<file path="src/rtl/slave_port_if.sv">
// slave_port_if: serial system bus between the master-side port and slave_port.
interface slave_port_if;
    logic mode;
    logic wr_bus;
    logic master_valid;
    logic slave_ready;
    logic rd_bus;
    logic slave_valid;
    logic master_ready;
    logic ack;
    logic split;

    // Requester end: drives address/write bits and accepts read bits
    modport master (
        output mode,
        output wr_bus,
        output master_valid,
        output master_ready,
        input  slave_ready,
        input  rd_bus,
        input  slave_valid,
        input  ack,
        input  split
    );

    // Responder end: deserialises the request and serialises read data
    modport slave (
        input  mode,
        input  wr_bus,
        input  master_valid,
        input  master_ready,
        output slave_ready,
        output rd_bus,
        output slave_valid,
        output ack,
        output split
    );
endinterface

</file>
<file path="src/rtl/slave_port.sv">
// slave_port: responder end of the serial system bus. Receives a 16-bit
// address (device select in [15:12]) and optional write byte MSB first, runs a
// single-byte access on the local memory and serialises read data back.
module slave_port #(
    parameter logic [3:0]  DEVICE_ID  = 4'h1,
    parameter int unsigned ADDR_W     = 12,
    parameter int unsigned SPLIT_WAIT = 4,
    parameter int unsigned TIMEOUT    = 64
) (
    input  logic              clk,
    input  logic              rst,
    slave_port_if.slave       bus,
    output logic [ADDR_W-1:0] s_addr_o,
    output logic [7:0]        s_wr_data_o,
    output logic              s_wr_en_o,
    output logic              s_rd_en_o,
    input  logic [7:0]        s_rd_data_i,
    input  logic              s_rd_valid_i
);

    localparam int unsigned WAIT_W = $clog2(SPLIT_WAIT + 1);
    localparam int unsigned TO_W   = $clog2(TIMEOUT);
    localparam int unsigned BIT_W  = 4;

    typedef enum logic [2:0] {
        ST_IDLE   = 3'd0,
        ST_ADDR   = 3'd1,
        ST_WDATA  = 3'd2,
        ST_MEM_WR = 3'd3,
        ST_MEM_RD = 3'd4,
        ST_RDATA  = 3'd5,
        ST_DROP   = 3'd6
    } state_e;

    state_e            state_q;
    logic              mode_q;
    logic [BIT_W-1:0]  bit_cnt_q;
    logic [15:0]       addr_sh_q;
    logic [7:0]        wdata_sh_q;
    logic [7:0]        rdata_sh_q;
    logic [WAIT_W-1:0] wait_cnt_q;
    logic [TO_W-1:0]   to_cnt_q;
    logic              ack_q;
    logic              split_q;
    logic              slave_ready_q;
    logic              slave_valid_q;
    logic              s_wr_en_q;
    logic              s_rd_en_q;
    logic [ADDR_W-1:0] s_addr_q;
    logic [7:0]        s_wr_data_q;

    logic              in_xfer_c;
    logic              out_xfer_c;
    logic              to_hit_c;
    logic              sel_hit_c;
    logic              split_hit_c;
    logic              wait_sat_c;
    logic [15:0]       addr_sh_d;
    logic [7:0]        wdata_sh_d;

    // Handshake qualifiers and shifted candidates for the incoming bit
    assign in_xfer_c   = bus.master_valid & slave_ready_q;
    assign out_xfer_c  = slave_valid_q & bus.master_ready;
    assign addr_sh_d   = {addr_sh_q[14:0], bus.wr_bus};
    assign wdata_sh_d  = {wdata_sh_q[6:0], bus.wr_bus};
    assign sel_hit_c   = (addr_sh_d[3:0] == DEVICE_ID);
    assign to_hit_c    = (to_cnt_q == TO_W'(TIMEOUT - 1));
    assign split_hit_c = (wait_cnt_q == WAIT_W'(SPLIT_WAIT - 1));
    assign wait_sat_c  = (wait_cnt_q == WAIT_W'(SPLIT_WAIT));

    // Transaction FSM; every output is a register updated alongside the state
    always_ff @(posedge clk) begin
        if (rst) begin
            state_q       <= ST_IDLE;
            mode_q        <= 1'b0;
            bit_cnt_q     <= '0;
            addr_sh_q     <= '0;
            wdata_sh_q    <= '0;
            rdata_sh_q    <= '0;
            wait_cnt_q    <= '0;
            to_cnt_q      <= '0;
            ack_q         <= 1'b0;
            split_q       <= 1'b0;
            slave_ready_q <= 1'b0;
            slave_valid_q <= 1'b0;
            s_wr_en_q     <= 1'b0;
            s_rd_en_q     <= 1'b0;
            s_addr_q      <= '0;
            s_wr_data_q   <= '0;
        end else begin
            s_wr_en_q <= 1'b0;
            s_rd_en_q <= 1'b0;
            unique case (state_q)
                ST_IDLE: begin
                    slave_ready_q <= 1'b1;
                    slave_valid_q <= 1'b0;
                    ack_q         <= 1'b0;
                    split_q       <= 1'b0;
                    to_cnt_q      <= '0;
                    wait_cnt_q    <= '0;
                    if (in_xfer_c) begin
                        addr_sh_q <= addr_sh_d;
                        mode_q    <= bus.mode;
                        bit_cnt_q <= BIT_W'(1);
                        state_q   <= ST_ADDR;
                    end
                end

                ST_ADDR: begin
                    if (in_xfer_c) begin
                        to_cnt_q  <= '0;
                        addr_sh_q <= addr_sh_d;
                        bit_cnt_q <= bit_cnt_q + BIT_W'(1);
                        if (bit_cnt_q == BIT_W'(3)) begin
                            // Device select is complete once bits [15:12] are in
                            if (sel_hit_c) begin
                                ack_q <= 1'b1;
                            end else begin
                                slave_ready_q <= 1'b0;
                                state_q       <= ST_DROP;
                            end
                        end else if (bit_cnt_q == BIT_W'(15)) begin
                            s_addr_q <= addr_sh_d[ADDR_W-1:0];
                            if (mode_q) begin
                                state_q <= ST_WDATA;
                            end else begin
                                slave_ready_q <= 1'b0;
                                s_rd_en_q     <= 1'b1;
                                wait_cnt_q    <= '0;
                                state_q       <= ST_MEM_RD;
                            end
                        end
                    end else if (to_hit_c) begin
                        ack_q    <= 1'b0;
                        to_cnt_q <= '0;
                        state_q  <= ST_IDLE;
                    end else begin
                        to_cnt_q <= to_cnt_q + TO_W'(1);
                    end
                end

                ST_WDATA: begin
                    if (in_xfer_c) begin
                        to_cnt_q   <= '0;
                        wdata_sh_q <= wdata_sh_d;
                        bit_cnt_q  <= bit_cnt_q + BIT_W'(1);
                        if (bit_cnt_q == BIT_W'(7)) begin
                            bit_cnt_q     <= '0;
                            s_wr_data_q   <= wdata_sh_d;
                            s_wr_en_q     <= 1'b1;
                            slave_ready_q <= 1'b0;
                            state_q       <= ST_MEM_WR;
                        end
                    end else if (to_hit_c) begin
                        ack_q    <= 1'b0;
                        to_cnt_q <= '0;
                        state_q  <= ST_IDLE;
                    end else begin
                        to_cnt_q <= to_cnt_q + TO_W'(1);
                    end
                end

                ST_MEM_WR: begin
                    ack_q         <= 1'b0;
                    slave_ready_q <= 1'b1;
                    state_q       <= ST_IDLE;
                end

                ST_MEM_RD: begin
                    if (s_rd_valid_i) begin
                        rdata_sh_q    <= s_rd_data_i;
                        split_q       <= 1'b0;
                        slave_valid_q <= 1'b1;
                        bit_cnt_q     <= '0;
                        state_q       <= ST_RDATA;
                    end else if (!wait_sat_c) begin
                        // Saturating wait counter; split marks a slow memory
                        wait_cnt_q <= wait_cnt_q + WAIT_W'(1);
                        if (split_hit_c) begin
                            split_q <= 1'b1;
                        end
                    end
                end

                ST_RDATA: begin
                    if (out_xfer_c) begin
                        rdata_sh_q <= {rdata_sh_q[6:0], 1'b0};
                        bit_cnt_q  <= bit_cnt_q + BIT_W'(1);
                        if (bit_cnt_q == BIT_W'(7)) begin
                            bit_cnt_q     <= '0;
                            slave_valid_q <= 1'b0;
                            slave_ready_q <= 1'b1;
                            ack_q         <= 1'b0;
                            state_q       <= ST_IDLE;
                        end
                    end
                end

                ST_DROP: begin
                    // Ignore the rest of a foreign transfer until the master lets go
                    if (!bus.master_valid) begin
                        slave_ready_q <= 1'b1;
                        state_q       <= ST_IDLE;
                    end
                end

                default: begin
                    slave_ready_q <= 1'b0;
                    slave_valid_q <= 1'b0;
                    ack_q         <= 1'b0;
                    split_q       <= 1'b0;
                    state_q       <= ST_IDLE;
                end
            endcase
        end
    end

    // Output wiring straight from registers
    assign bus.slave_ready = slave_ready_q;
    assign bus.slave_valid = slave_valid_q;
    assign bus.rd_bus      = rdata_sh_q[7];
    assign bus.ack         = ack_q;
    assign bus.split       = split_q;
    assign s_addr_o        = s_addr_q;
    assign s_wr_data_o     = s_wr_data_q;
    assign s_wr_en_o       = s_wr_en_q;
    assign s_rd_en_o       = s_rd_en_q;

endmodule
</file>
<file path="src/flat_wrapper.sv">
// flat-port wrapper written by rule: the top's interface ports become plain ports
module slave_port_flat 
#(
    parameter logic [3:0]  DEVICE_ID  = 4'h1,
    parameter int unsigned ADDR_W     = 12,
    parameter int unsigned SPLIT_WAIT = 4,
    parameter int unsigned TIMEOUT    = 64
)
  (clk, rst, s_addr_o, s_wr_data_o, s_wr_en_o, s_rd_en_o, s_rd_data_i, s_rd_valid_i, bus_mode, bus_wr_bus, bus_master_valid, bus_master_ready, bus_slave_ready, bus_rd_bus, bus_slave_valid, bus_ack, bus_split);
  slave_port_if bus_i ();
  input  logic clk;
  input  logic rst;
  output logic [ADDR_W-1:0] s_addr_o;
  output logic [7:0] s_wr_data_o;
  output logic s_wr_en_o;
  output logic s_rd_en_o;
  input  logic [7:0] s_rd_data_i;
  input  logic s_rd_valid_i;
  input wire logic [$bits(bus_i.mode)-1:0] bus_mode;
  input wire logic [$bits(bus_i.wr_bus)-1:0] bus_wr_bus;
  input wire logic [$bits(bus_i.master_valid)-1:0] bus_master_valid;
  input wire logic [$bits(bus_i.master_ready)-1:0] bus_master_ready;
  output wire logic [$bits(bus_i.slave_ready)-1:0] bus_slave_ready;
  output wire logic [$bits(bus_i.rd_bus)-1:0] bus_rd_bus;
  output wire logic [$bits(bus_i.slave_valid)-1:0] bus_slave_valid;
  output wire logic [$bits(bus_i.ack)-1:0] bus_ack;
  output wire logic [$bits(bus_i.split)-1:0] bus_split;
  assign bus_i.mode = bus_mode;
  assign bus_i.wr_bus = bus_wr_bus;
  assign bus_i.master_valid = bus_master_valid;
  assign bus_i.master_ready = bus_master_ready;
  assign bus_slave_ready = bus_i.slave_ready;
  assign bus_rd_bus = bus_i.rd_bus;
  assign bus_slave_valid = bus_i.slave_valid;
  assign bus_ack = bus_i.ack;
  assign bus_split = bus_i.split;
  slave_port #(.DEVICE_ID(DEVICE_ID), .ADDR_W(ADDR_W), .SPLIT_WAIT(SPLIT_WAIT), .TIMEOUT(TIMEOUT)) u_core (.clk(clk), .rst(rst), .bus(bus_i), .s_addr_o(s_addr_o), .s_wr_data_o(s_wr_data_o), .s_wr_en_o(s_wr_en_o), .s_rd_en_o(s_rd_en_o), .s_rd_data_i(s_rd_data_i), .s_rd_valid_i(s_rd_valid_i));
endmodule
</file>
<file path="config.mk">
export PLATFORM = sky130hd
export DESIGN_NAME = slave_port_flat
export DESIGN_NICKNAME = d
export VERILOG_FILES = /design/src/rtl/slave_port_if.sv /design/src/rtl/slave_port.sv /design/src/flat_wrapper.sv
export SDC_FILE = /design/constraint.sdc
export NUM_CORES = 1
export LEC_CHECK = 0
export CAP_MARGIN = 15
export CORE_UTILIZATION = 40
export CTS_BUF_LIST = sky130_fd_sc_hd__clkbuf_8
export DETAILED_ROUTE_END_ITERATION = 8
export SYNTH_ARGS = -nofsm -noshare
export SYNTH_HDL_FRONTEND = slang
export SYNTH_SLANG_ARGS = --single-unit
</file>
<file path="constraint.sdc">
create_clock -name clk -period 1.9 [get_ports clk]
set_input_delay 0.38 -clock clk [delete_from_list [all_inputs] [get_ports clk]]
set_output_delay 0.38 -clock clk [all_outputs]
set_load 0.05 [all_outputs]
</file>
Yosys cells after proc, flatten, opt, wreduce, memory -nomap -nowiden --
Index checks and enable logic that the tools add are counted.
Word-level totals: register bits 69, logic and storage cells 153
Cells by class: $add $sub $neg 3, equal/unequal tests 37, muxes and demuxes 60, bitwise logic cells 11, reduce and logical (&&, ||, !) cells 26
Operators by type and width (number):
- $mux W3 | 19
- $mux W4 | 6
- $mux W1 | 22
- $pmux W4 S5 | 1
- $ne A3 B3 Y1 const B | 6
- $pmux W3 S6 | 1
- $mux W8 | 2
- $pmux W8 S2 | 1
- $ne A2 B1 Y1 const B | 7
- $ne A2 B2 Y1 const B | 7
- $eq A3 B3 Y1 const B | 4
- $mux W6 | 2
- $pmux W6 S2 | 1
- $reduce_and A6 Y1 | 2
- $reduce_and A10 Y1 | 1
- $reduce_or A5 Y1 | 2
- $eq A3 B2 Y1 const B | 3
- $not A1 Y1 | 9
- $pmux W3 S3 | 1
- $reduce_and A3 Y1 | 3
- $ne A4 B4 Y1 const B | 2
- $reduce_and A4 Y1 | 2
- $reduce_and A8 Y1 | 1
- $reduce_or A2 Y1 | 4
- other kinds (24) | 28

Longest topological paths before layout --
Gate-level depths: netlist (run 1).
depth in word-level cells 5, depth in mapped cells 8, depth with buffers taken out 7

Worst setup path before layout (run 1) --
Ideal clock, no wire load.
path type register to register, start reg u_core.slave_ready_q (netlist: u_core.bus.slave_ready), end reg u_core.state_q[2], library setup time 0.117 ns, arrival 1.990 ns, slack -0.207 ns, cell stages (with the launch flop) 6, period minus slack after synthesis 2.107 ns, path through dfxtp_1 -> and3b_1 -> nor4_1 -> or3_1 -> or3_1 -> a32o_1
On the way: word-level cells in the longest chain between the ends 3, elaborated cells on any way between the ends 9
RTL lines:
- start: declaration | line slave_port.sv:45 | logic slave_ready_q;
- start signal: assignment | line slave_port.sv:84 | slave_ready_q <= 1'b0;
- start signal: assignment | line slave_port.sv:95 | slave_ready_q <= 1'b1;
- start signal: assignment | line slave_port.sv:119 | slave_ready_q <= 1'b0;
- $and A1 B1 Y1 (*) | line slave_port.sv:62 | assign in_xfer_c = bus.master_valid & slave_ready_q;
- $ne A4 B4 Y1 (no line) (tied with other cells)
- $reduce_and A8 Y1 (no line) or $pmux W3 S6 (tied branches)
- end signal: assignment | line slave_port.sv:74 | state_q <= ST_IDLE;
- end signal: assignment | line slave_port.sv:105 | state_q <= ST_ADDR;
- end signal: assignment | line slave_port.sv:120 | state_q <= ST_DROP;
- end: declaration | line slave_port.sv:35 | state_e state_q;
Mark *: on every way between the ends. The rest lies on a longest branch, timed or not. A chain may end at the register's enable or synchronous reset.

Final worst setup path (run 1) --
start reg u_core.bit_cnt_q[0], end reg u_core.state_q[2]
On the way: word-level cells in the longest chain between the ends 4, elaborated cells on any way between the ends 11
RTL lines:
- start: declaration | line slave_port.sv:37 | logic [BIT_W-1:0] bit_cnt_q;
- start signal: assignment | line slave_port.sv:113 | bit_cnt_q <= bit_cnt_q + BIT_W'(1);
- start signal: assignment | line slave_port.sv:146 | bit_cnt_q <= bit_cnt_q + BIT_W'(1);
- start signal: assignment | line slave_port.sv:188 | bit_cnt_q <= bit_cnt_q + BIT_W'(1);
- $eq A4 B2 Y1 | line slave_port.sv:114 | if (bit_cnt_q == BIT_W'(3)) begin
- $mux W3 | line slave_port.sv:114
- $mux W3 | line slave_port.sv:110 | if (in_xfer_c) begin
- $pmux W3 S6 | line slave_port.sv:93 | unique case (state_q)
- end signal: assignment | line slave_port.sv:105
- end signal: assignment | line slave_port.sv:120
- end signal: assignment | line slave_port.sv:125 | state_q <= ST_WDATA;
Parallel ways exist; a longest one is shown, timed or not.

==> results of run 1 <==
==> registers in the layout, summed over array words and instances, names as in the netlist <==
register and cells:
u_core.addr_sh_q 11, u_core.bit_cnt_q 4, u_core.bus.ack 1, u_core.bus.slave_ready 1, u_core.bus.slave_valid 1, u_core.bus.split 1, u_core.mode_q 1, u_core.rdata_sh_q 8
u_core.s_addr_o 12, u_core.s_rd_en_o 1, u_core.s_wr_data_o 8, u_core.s_wr_en_o 1, u_core.state_q 3, u_core.to_cnt_q 6, u_core.wait_cnt_q 3, u_core.wdata_sh_q 7
==> Yosys cell counts, types with 2 or more instances <==
library cell,n
a211oi_1,4
a21boi_0,2
a21o_1,3
a21oi_1,42
a22oi_1,2
a311oi_1,8
a31oi_1,5
a32o_1,2
and2_1,3
and3_1,3
and3b_1,3
buf_1,3
buf_2,9
clkbuf_1,16
dfxtp_1,69
ha_1,5
inv_1,5
mux2i_1,17
nand2_1,72
nand3_1,14
nand3b_1,4
nand4b_1,2
nor2_1,46
nor2b_1,4
nor3_1,9
nor3b_2,2
o211ai_1,2
o21ai_0,8
o221ai_1,2
o22ai_1,2
or3_1,6
or3b_2,2
xnor2_1,2
==> critical path, cell delays in order, from the launching register on <==
cell     delay [ns]
dfxtp_2        0.36
ha_4           0.17
and3b_2        0.22
a31oi_2        0.12
or3_1          0.41
or3_1          0.32
a32o_1         0.24
==> layer usage <==
| metal | vias to the layer above | global-route usage | wire [um] |
|---|---|---|---|
| li1 | 1551 | - | - |
| met1 | 1422 | 0.265 | 3940 |
| met2 | 52 | 0.312 | 3490 |
| met3 | 12 | 0.0444 | 299 |
| met4 | 0 | 0.0807 | 136 |
| met5 | - | 0 | 0 |
==> final cells by class <==
type	instances	area [um^2]
Clock buffer	9	124
Clock inverter	7	138
Fill cell	708	3330
Inverter	5	18.8
Multi-Input combinational cell	294	1740
Sequential cell	69	1390
Tap cell	102	128
Timing Repair Buffer	97	856
==> timing repair <==
item	4_1_cts	5_1_grt
pin swaps	0	2
hold buffers	0	0
endpoints found under the setup margin	6	17
buffers inserted	0	2
gates resized for setup	8	22
==> logic make-up (layout without fill, tap and decap cells) <==
kind of cell | Yosys count | in the layout | synth area share
xor gates and xnor gates | 3 | 3 | 0.00823
and+or+nand+nor | 180 | 180 | 0.267
DFF | 69 | 69 | 0.433
AOI/OAI and AO/OA | 89 | 89 | 0.175
buffers and inverters | 34 | 118 | 0.0439
muxes | 17 | 17 | 0.0533
adders and majority gates | 5 | 5 | 0.0196
==> through the flow <==
| step | area, um^2 | setup WS (ns) |
|---|---|---|
| after floorplan | 3220 | 0.00960 |
| after global placement | 4040 | -0.333 |
| after detailed placement | 4040 | -0.382 |
| after CTS | 4320 | 0.00129 |
| after global routing | 4390 | -0.120 |
| final | 4390 | -0.0459 |
==> cells in the final DEF (no fill, tap or decap), types with 4 or more instances in the layout <==
cell type         n
clkdlybuf4s50_1  22
nor3_1            9
ha_1              4
mux2i_1          17
nand3b_1          4
nor2_1           44
clkbuf_8          9
dfxtp_2           4
a31oi_1           4
dlymetal6s2s_1   12
a311oi_1          7
or3_1             6
nand3_1          14
inv_1             6
nand2_1          72
dfxtp_1          63
bufinv_16         4
o21ai_0           7
buf_4            59
a21oi_1          41
==> report_power, final <==
| group | switching (uW) | internal [uW] | leakage [uW] |
|---|---|---|---|
| registers | 50.5 | 1480 | 0.000560 |
| clock network | 571 | 1000 | 0.000135 |
| logic | 409 | 362 | 0.00120 |
==> path summary, 6_finish.rpt <==
kind / start / endpoint / slack [ns] / cells after the start
max: u_core.bit_cnt_q[0] / u_core.state_q[2] / -0.05 / 6
min: rst / u_core.mode_q / 0.29 / 2
max reg2reg: u_core.bit_cnt_q[0] / u_core.state_q[2] / -0.05 / 6
min reg2reg: u_core.s_addr_o[10] / u_core.s_addr_o[10] / 0.46 / 2
==> flow_summary.json, run 1 <==
{
  "ir_drop_mv": 0.532,
  "status": "finished with violations",
  "grt_antenna_before_repair": 0,
  "wl_per_cell_um": 13.5,
  "slew_headroom": 0.655,
  "synthCells": 397,
  "dieArea_um2": 8340,
  "drc": 0,
  "cts.clk_slew.worst_paths_ns": 0.08,
  "cp-start-kind": "register",
  "arrival_ns": 2.19,
  "grt_pass1_wl_um": 13400,
  "period_share": 1.02,
  "end_kind": "register",
  "syn_avg_cell_area_um2": 8.04,
  "maxSlewViolCount": 0,
  "syn_area_um2": 3190,
  "cts_num_sinks": 69,
  "place_hpwl_um": 5530,
  "h-tree-depth": 3,
  "timing.final.ws_setup_ns": -0.0459,
  "crit_type": "reg -> reg",
  "synth_area_leaders": "dfxtp_1, nand2_1, a21oi_1",
  "wl_um": 7860,
  "die_h_um": 91.3,
  "core_area_um2": 7730,
  "synth.largest_area_cell": "dfxtp_1",
  "synth-seq-cells": 69,
  "skew_ns": 0.00956,
  "first_pass_iters": 4,
  "hold_violations": 0,
  "grt_max_degree": 46,
  "port-buffer-count": 41,
  "synth_cell_types": 52,
  "maxCapViolCount": 0,
  "vias": 3037,
  "crit_fanout": 6,
  "cts_tree": "yes",
  "antenna_cells": 0,
  "post-route-min-period_ns": 1.95,
  "fin_cells": 583,
  "worst_pin_slew_ns": 0.515,
  "cts_made_buffers": 9,
  "num_io_pins": 42,
  "via_per_inst": 5.21,
  "cts-root-buf": "clkbuf_8",
  "fin_nets": 496,
  "drive_above_1_share": 0.208,
  "rsz0062_at_grt": "true",
  "start_util": 0.413,
  "grt_pass1_vias": 2876,
  "p_per_area_nw_per_um2": 882,
  "fin_hold_ws_ns": 0.293,
  "hp-class": "in -> reg",
  "synth_edf_count": 0,
  "utilization": 0.569,
  "synth_warnings": 0,
  "synthFlopType": "dfxtp_1",
  "drtIter0Drc": 182,
  "critPathRequiredTime_ns": 2.14,
  "drtAntennaViolNets": 0,
  "place.gp.congestion": 0.863,
  "num_rows": 32,
  "timing.setup.tns_ns": -0.0459,
  "clockBufferDepth": 2,
  "yosysSeqAreaShare": 0.433,
  "fmax_mhz": 514,
  "yosysTopAreaCellShare": 0.433,
  "grt_overflow": 0,
  "ys_async_sr_fraction": 0,
  "leakage_uw": 0.00190,
  "clock_latency_ns": 0.35,
  "finalSetupViolCount": 1,
  "area_delta_synth_final_pct": 37.7,
  "violations": "setup timing",
  "syn_nets": 417,
  "grtUsageTotal": 0.199,
  "fin_total_pwr_uw": 3880,
  "dp.cells": 565,
  "fp.dieW_um": 91.3
}
(Power assumes the default switching activity.)
==> run 2, diff against run 1 <==
GPL_ROUTABILITY_DRIVEN = 0   (was unset)
==> flow_summary.json, run 2 (synthesized netlist as in run 1, its figures left out) <==
{
  "grt_max_degree": 25,
  "area_delta_synth_final_pct": 38.8,
  "num_io_pins": 42,
  "slowest_stage": "or3_4",
  "path_cells": "ha_4 > and3b_2 > a31oi_4 > or3_4 > or3_1 > a32o_1",
  "skew_ns": 0.00999,
  "slowest_delay_ns": 0.39,
  "grt_pass1_vias": 2676,
  "drtAntennaViolNets": 0,
  "grt_pass1_wl_um": 12900,
  "holdPathStages": 2,
  "via_per_inst": 5.17,
  "wl_per_cell_um": 13.2,
  "crit_type": "reg -> reg",
  "rr_worst_depth": 6,
  "fmax_mhz": 518,
  "worst_pin_slew_ns": 0.519,
  "period_share": 1.02,
  "die_h_um": 91.3,
  "largest_reg_flops": 12,
  "h-tree-depth": 3,
  "leakage_uw": 0.00198,
  "grtUsageTotal": 0.192,
  "wl_um": 7720,
  "timing.setup.tns_ns": -0.0289,
  "num_rows": 32,
  "cts-root-buf": "clkbuf_8",
  "arrival_ns": 2.16,
  "fin_nets": 498,
  "cts_num_sinks": 69,
  "start_util": 0.413,
  "final_cell_mix": "nand2_1, dfxtp_1, buf_4",
  "critPathRequiredTime_ns": 2.13,
  "place_ws_ns": -0.377,
  "hold_violations": 0,
  "violations": "setup timing",
  "vias": 3025,
  "timing.final.ws_setup_ns": -0.0289,
  "drc": 0,
  "status": "finished with violations",
  "fin_total_pwr_uw": 3880,
  "clock_latency_ns": 0.34,
  "cp-start-kind": "register",
  "grt_antenna_before_repair": 0,
  "cp_top_family": "simple AND/OR/NAND/NOR gates",
  "finalSetupViolCount": 1,
  "maxSlewViolCount": 0,
  "maxCapViolCount": 0,
  "cts.clk_slew.worst_paths_ns": 0.07,
  "post-route-min-period_ns": 1.93,
  "port-buffer-count": 41,
  "drive_above_1_share": 0.205,
  "final_common_cell": "nand2_1",
  "critical_path_cell_count": 6,
  "cts_made_buffers": 9,
  "cts_tree": "yes",
  "ir_drop_mv": 0.624,
  "end_kind": "register",
  "slew_headroom": 0.654,
  "core_area_um2": 7730,
  "first_pass_iters": 4,
  "place_hpwl_um": 5480,
  "fp.dieW_um": 91.3,
  "hp-class": "in -> reg",
  "rsz0062_at_grt": "true",
  "antenna_cells": 0,
  "clockBufferDepth": 2,
  "crit_fanout": 5,
  "path_buf_inv": 0,
  "p_per_area_nw_per_um2": 876,
  "grt_overflow": 0,
  "drtIter0Drc": 181,
  "dieArea_um2": 8340
}
run 2: changes by cell type in the layout (fill, tap and decap cells not counted), moves of 2 or more:
cell / change
nor2_2: -2
nor2_1: +2
clkdlybuf4s50_1: -4
dfxtp_2: +2
dlymetal6s2s_1: +5
run 2: cell type report:
type                       count  area [um^2]
clock buffer                   9          124
clock inverter                 7          138
timing repair buffer          99          897
fill                         745         3300
inverter                       5         18.8
multi-input combinational    294         1730
tap                          102          128
sequential                    69         1390
run 2: worst paths after layout:
kind | startpoint | to | slack, ns
worst min register to register | u_core.s_addr_o[11] | u_core.s_addr_o[11] | 0.45
worst min-delay path | rst | u_core.state_q[1] | 0.33
worst max register to register | u_core.bit_cnt_q[0] | u_core.state_q[2] | -0.03
worst max-delay path | u_core.bit_cnt_q[0] | u_core.state_q[2] | -0.03
run 2: routing by layer:
layer  global-route usage  vias to the layer above  share of wire
met5                    0                        -              0
met2                0.293                       51           0.44
met3               0.0302                       13          0.033
li1                     -                     1556              -
met1                0.266                     1405           0.50
met4               0.0873                        0          0.021
run 2: report_power, final:
group	leakage (uW)	switching (uW)	internal, uW
Sequential	0.000560	51.2	1480
Combinational	0.00129	404	372
Clock	0.000135	566	1000
Total	0.00198	1020	2860
run 2: stage by stage:
| step | area (um^2) | std cells | hold WS [ns] | util |
|---|---|---|---|---|
| 2_1_floorplan | 3220 | 397 | 0.432 | - |
| 3_3_place_gp | 4070 | 568 | 0.446 | 0.527 |
| 3_5_place_dp | 4070 | 568 | 0.447 | 0.527 |
| 4_1_cts | 4350 | 584 | 0.309 | 0.563 |
| 5_1_grt | 4430 | 585 | 0.331 | 0.573 |
| 6_report | 4430 | 585 | 0.325 | 0.573 |
run 2: repair_timing:
item / 4_1_cts / 5_1_grt
hold endpoints to repair: 0 / 0
endpoints found under the setup margin: 5 / 23
cloned: 0 / 0
pin swaps: 0 / 2
hold buffers: 0 / 0
buffers inserted: 0 / 1
gates resized for setup: 6 / 24
==> run 3, diff against run 2 <==
CORE_MARGIN = 2   (was unset)
==> flow_summary.json, run 3 (synthesized netlist as in run 1, its figures left out) <==
{
  "grtUsageTotal": 0.194,
  "antenna_cells": 0,
  "num_rows": 32,
  "area_delta_synth_final_pct": 36.6,
  "num_io_pins": 42,
  "clock_latency_ns": 0.36,
  "period_share": 0.983,
  "grt_pass1_wl_um": 13500,
  "worst_pin_slew_ns": 0.513,
  "start_util": 0.413,
  "drive_above_1_share": 0.200,
  "drtAntennaViolNets": 0,
  "via_per_inst": 5.07,
  "fin_total_pwr_uw": 3680,
  "slew_headroom": 0.658,
  "grt_max_degree": 25,
  "holdPathStages": 2,
  "placement.cell_area_um2": 4070,
  "largest_reg_flops": 12,
  "port-buffer-count": 41,
  "timing.setup.tns_ns": 0,
  "cts_made_buffers": 9,
  "grt_pass1_vias": 2929,
  "cp-start-kind": "register",
  "hold_violations": 0,
  "cts.clk_slew.worst_paths_ns": 0.08,
  "stdcell_area_um2": 4360,
  "min_to": "u_core.wait_cnt_q[2]",
  "grt_overflow": 0,
  "reg2reg_to": "u_core.state_q[2]",
  "cts-root-buf": "clkbuf_8",
  "end_kind": "register",
  "place_hpwl_um": 5570,
  "leakage_uw": 0.00192,
  "die_h_um": 93.3,
  "fin_nets": 496,
  "ir_drop_mv": 0.433,
  "final_cell_mix": "nand2_1, dfxtp_1, buf_4",
  "crit_type": "reg -> reg",
  "clockBufferDepth": 2,
  "crit_fanout": 7,
  "rr_startpoint": "u_core.bit_cnt_q[1]",
  "first_pass_iters": 4,
  "drc": 0,
  "fp.dieW_um": 93.3,
  "dieArea_um2": 8710,
  "arrival_ns": 2.11,
  "critPathRequiredTime_ns": 2.14,
  "p_per_area_nw_per_um2": 844,
  "status": "finished, final reports clean",
  "fmax_mhz": 535,
  "ctsHoldBuffers": 0,
  "wl_per_cell_um": 13.4,
  "grt_antenna_before_repair": 0,
  "nFillCells": 736,
  "cts_tree": "yes",
  "final_common_cell": "nand2_1",
  "core_area_um2": 7730,
  "wl_um": 7820,
  "maxSlewViolCount": 0,
  "maxCapViolCount": 0,
  "skew_ns": 0.0130,
  "hp-class": "in -> reg",
  "hold_start": "rst",
  "vias": 2954,
  "post-route-min-period_ns": 1.87,
  "h-tree-depth": 3,
  "finalSetupViolCount": 0,
  "rr_worst_depth": 6,
  "cts_num_sinks": 69,
  "r2r_slack_ns": 0.03,
  "drtIter0Drc": 175
}
## run 3: changes by cell type in the layout (fill, tap and decap cells not counted), moves of 2 or more
cell and delta:
bufinv_16 -2, buf_4 -4, dlygate4sd2_1 +7, clkinv_4 +2
clkdlybuf4s50_1 -3, dlymetal6s2s_1 -4
## run 3: through the flow
stage	setup slack [ns]	hold slack, ns	util	cells
after floorplan	0.00960	0.432	-	397
after global placement	-0.300	0.445	0.526	566
after detailed placement	-0.315	0.447	0.526	566
after CTS	0.000228	0.387	0.555	582
after global routing	-0.000981	0.407	0.564	583
final	0.0317	0.384	0.564	583
## run 3: power by group
part / switching, uW / internal, uW / total (uW)
logic: 392 / 358 / 749
clock network: 609 / 784 / 1390
registers: 54.9 / 1480 / 1540
## run 3: worst max-delay path: stages, from the launching register on
cell     delay (ns)
dfxtp_4        0.37
ha_4           0.16
and3b_1        0.22
a31oi_1        0.12
or3_1          0.33
or3_1          0.31
a32o_1         0.24
## run 3: layer usage
metal | GRT usage | share of wire | vias to the layer above
met5 | 0 | 0 | -
met2 | 0.305 | 0.44 | 45
met1 | 0.256 | 0.50 | 1344
li1 | - | - | 1552
met3 | 0.0411 | 0.042 | 13
met4 | 0.0846 | 0.015 | 0
## run 3: what timing repair did
action / CTS / global route
hold endpoints to repair: 0 / 0
gates resized for setup: 8 / 25
buffers inserted: 0 / 1
endpoints found under the setup margin: 8 / 37
pin swaps: 0 / 1
## run 3: layout make-up
class | count | area [um^2] | share of cell area
timing repair buffer | 97 | 880 | 0.202
tap | 102 | 128 | 0.0293
sequential | 69 | 1400 | 0.320
inverter | 5 | 18.8 | 0.00430
clock inverter | 6 | 93.8 | 0.0215
clock buffer | 10 | 138 | 0.0316
multi-input combinational | 294 | 1710 | 0.391
## run 3: worst max path at each step
| stage | depth (start not counted) | startpoint | endpoint |
|---|---|---|---|
| after global placement | 7 | bus_master_valid | u_core.state_q[2] |
| after floorplan | 7 | u_core.bit_cnt_q[1] | u_core.state_q[2] |
| after global routing | 6 | u_core.bit_cnt_q[1] | u_core.state_q[2] |
| after detailed placement | 7 | bus_master_valid | u_core.state_q[2] |
| final | 6 | u_core.bit_cnt_q[1] | u_core.state_q[2] |
| after CTS | 1 | u_core.s_addr_o[10] | s_addr_o[10] |
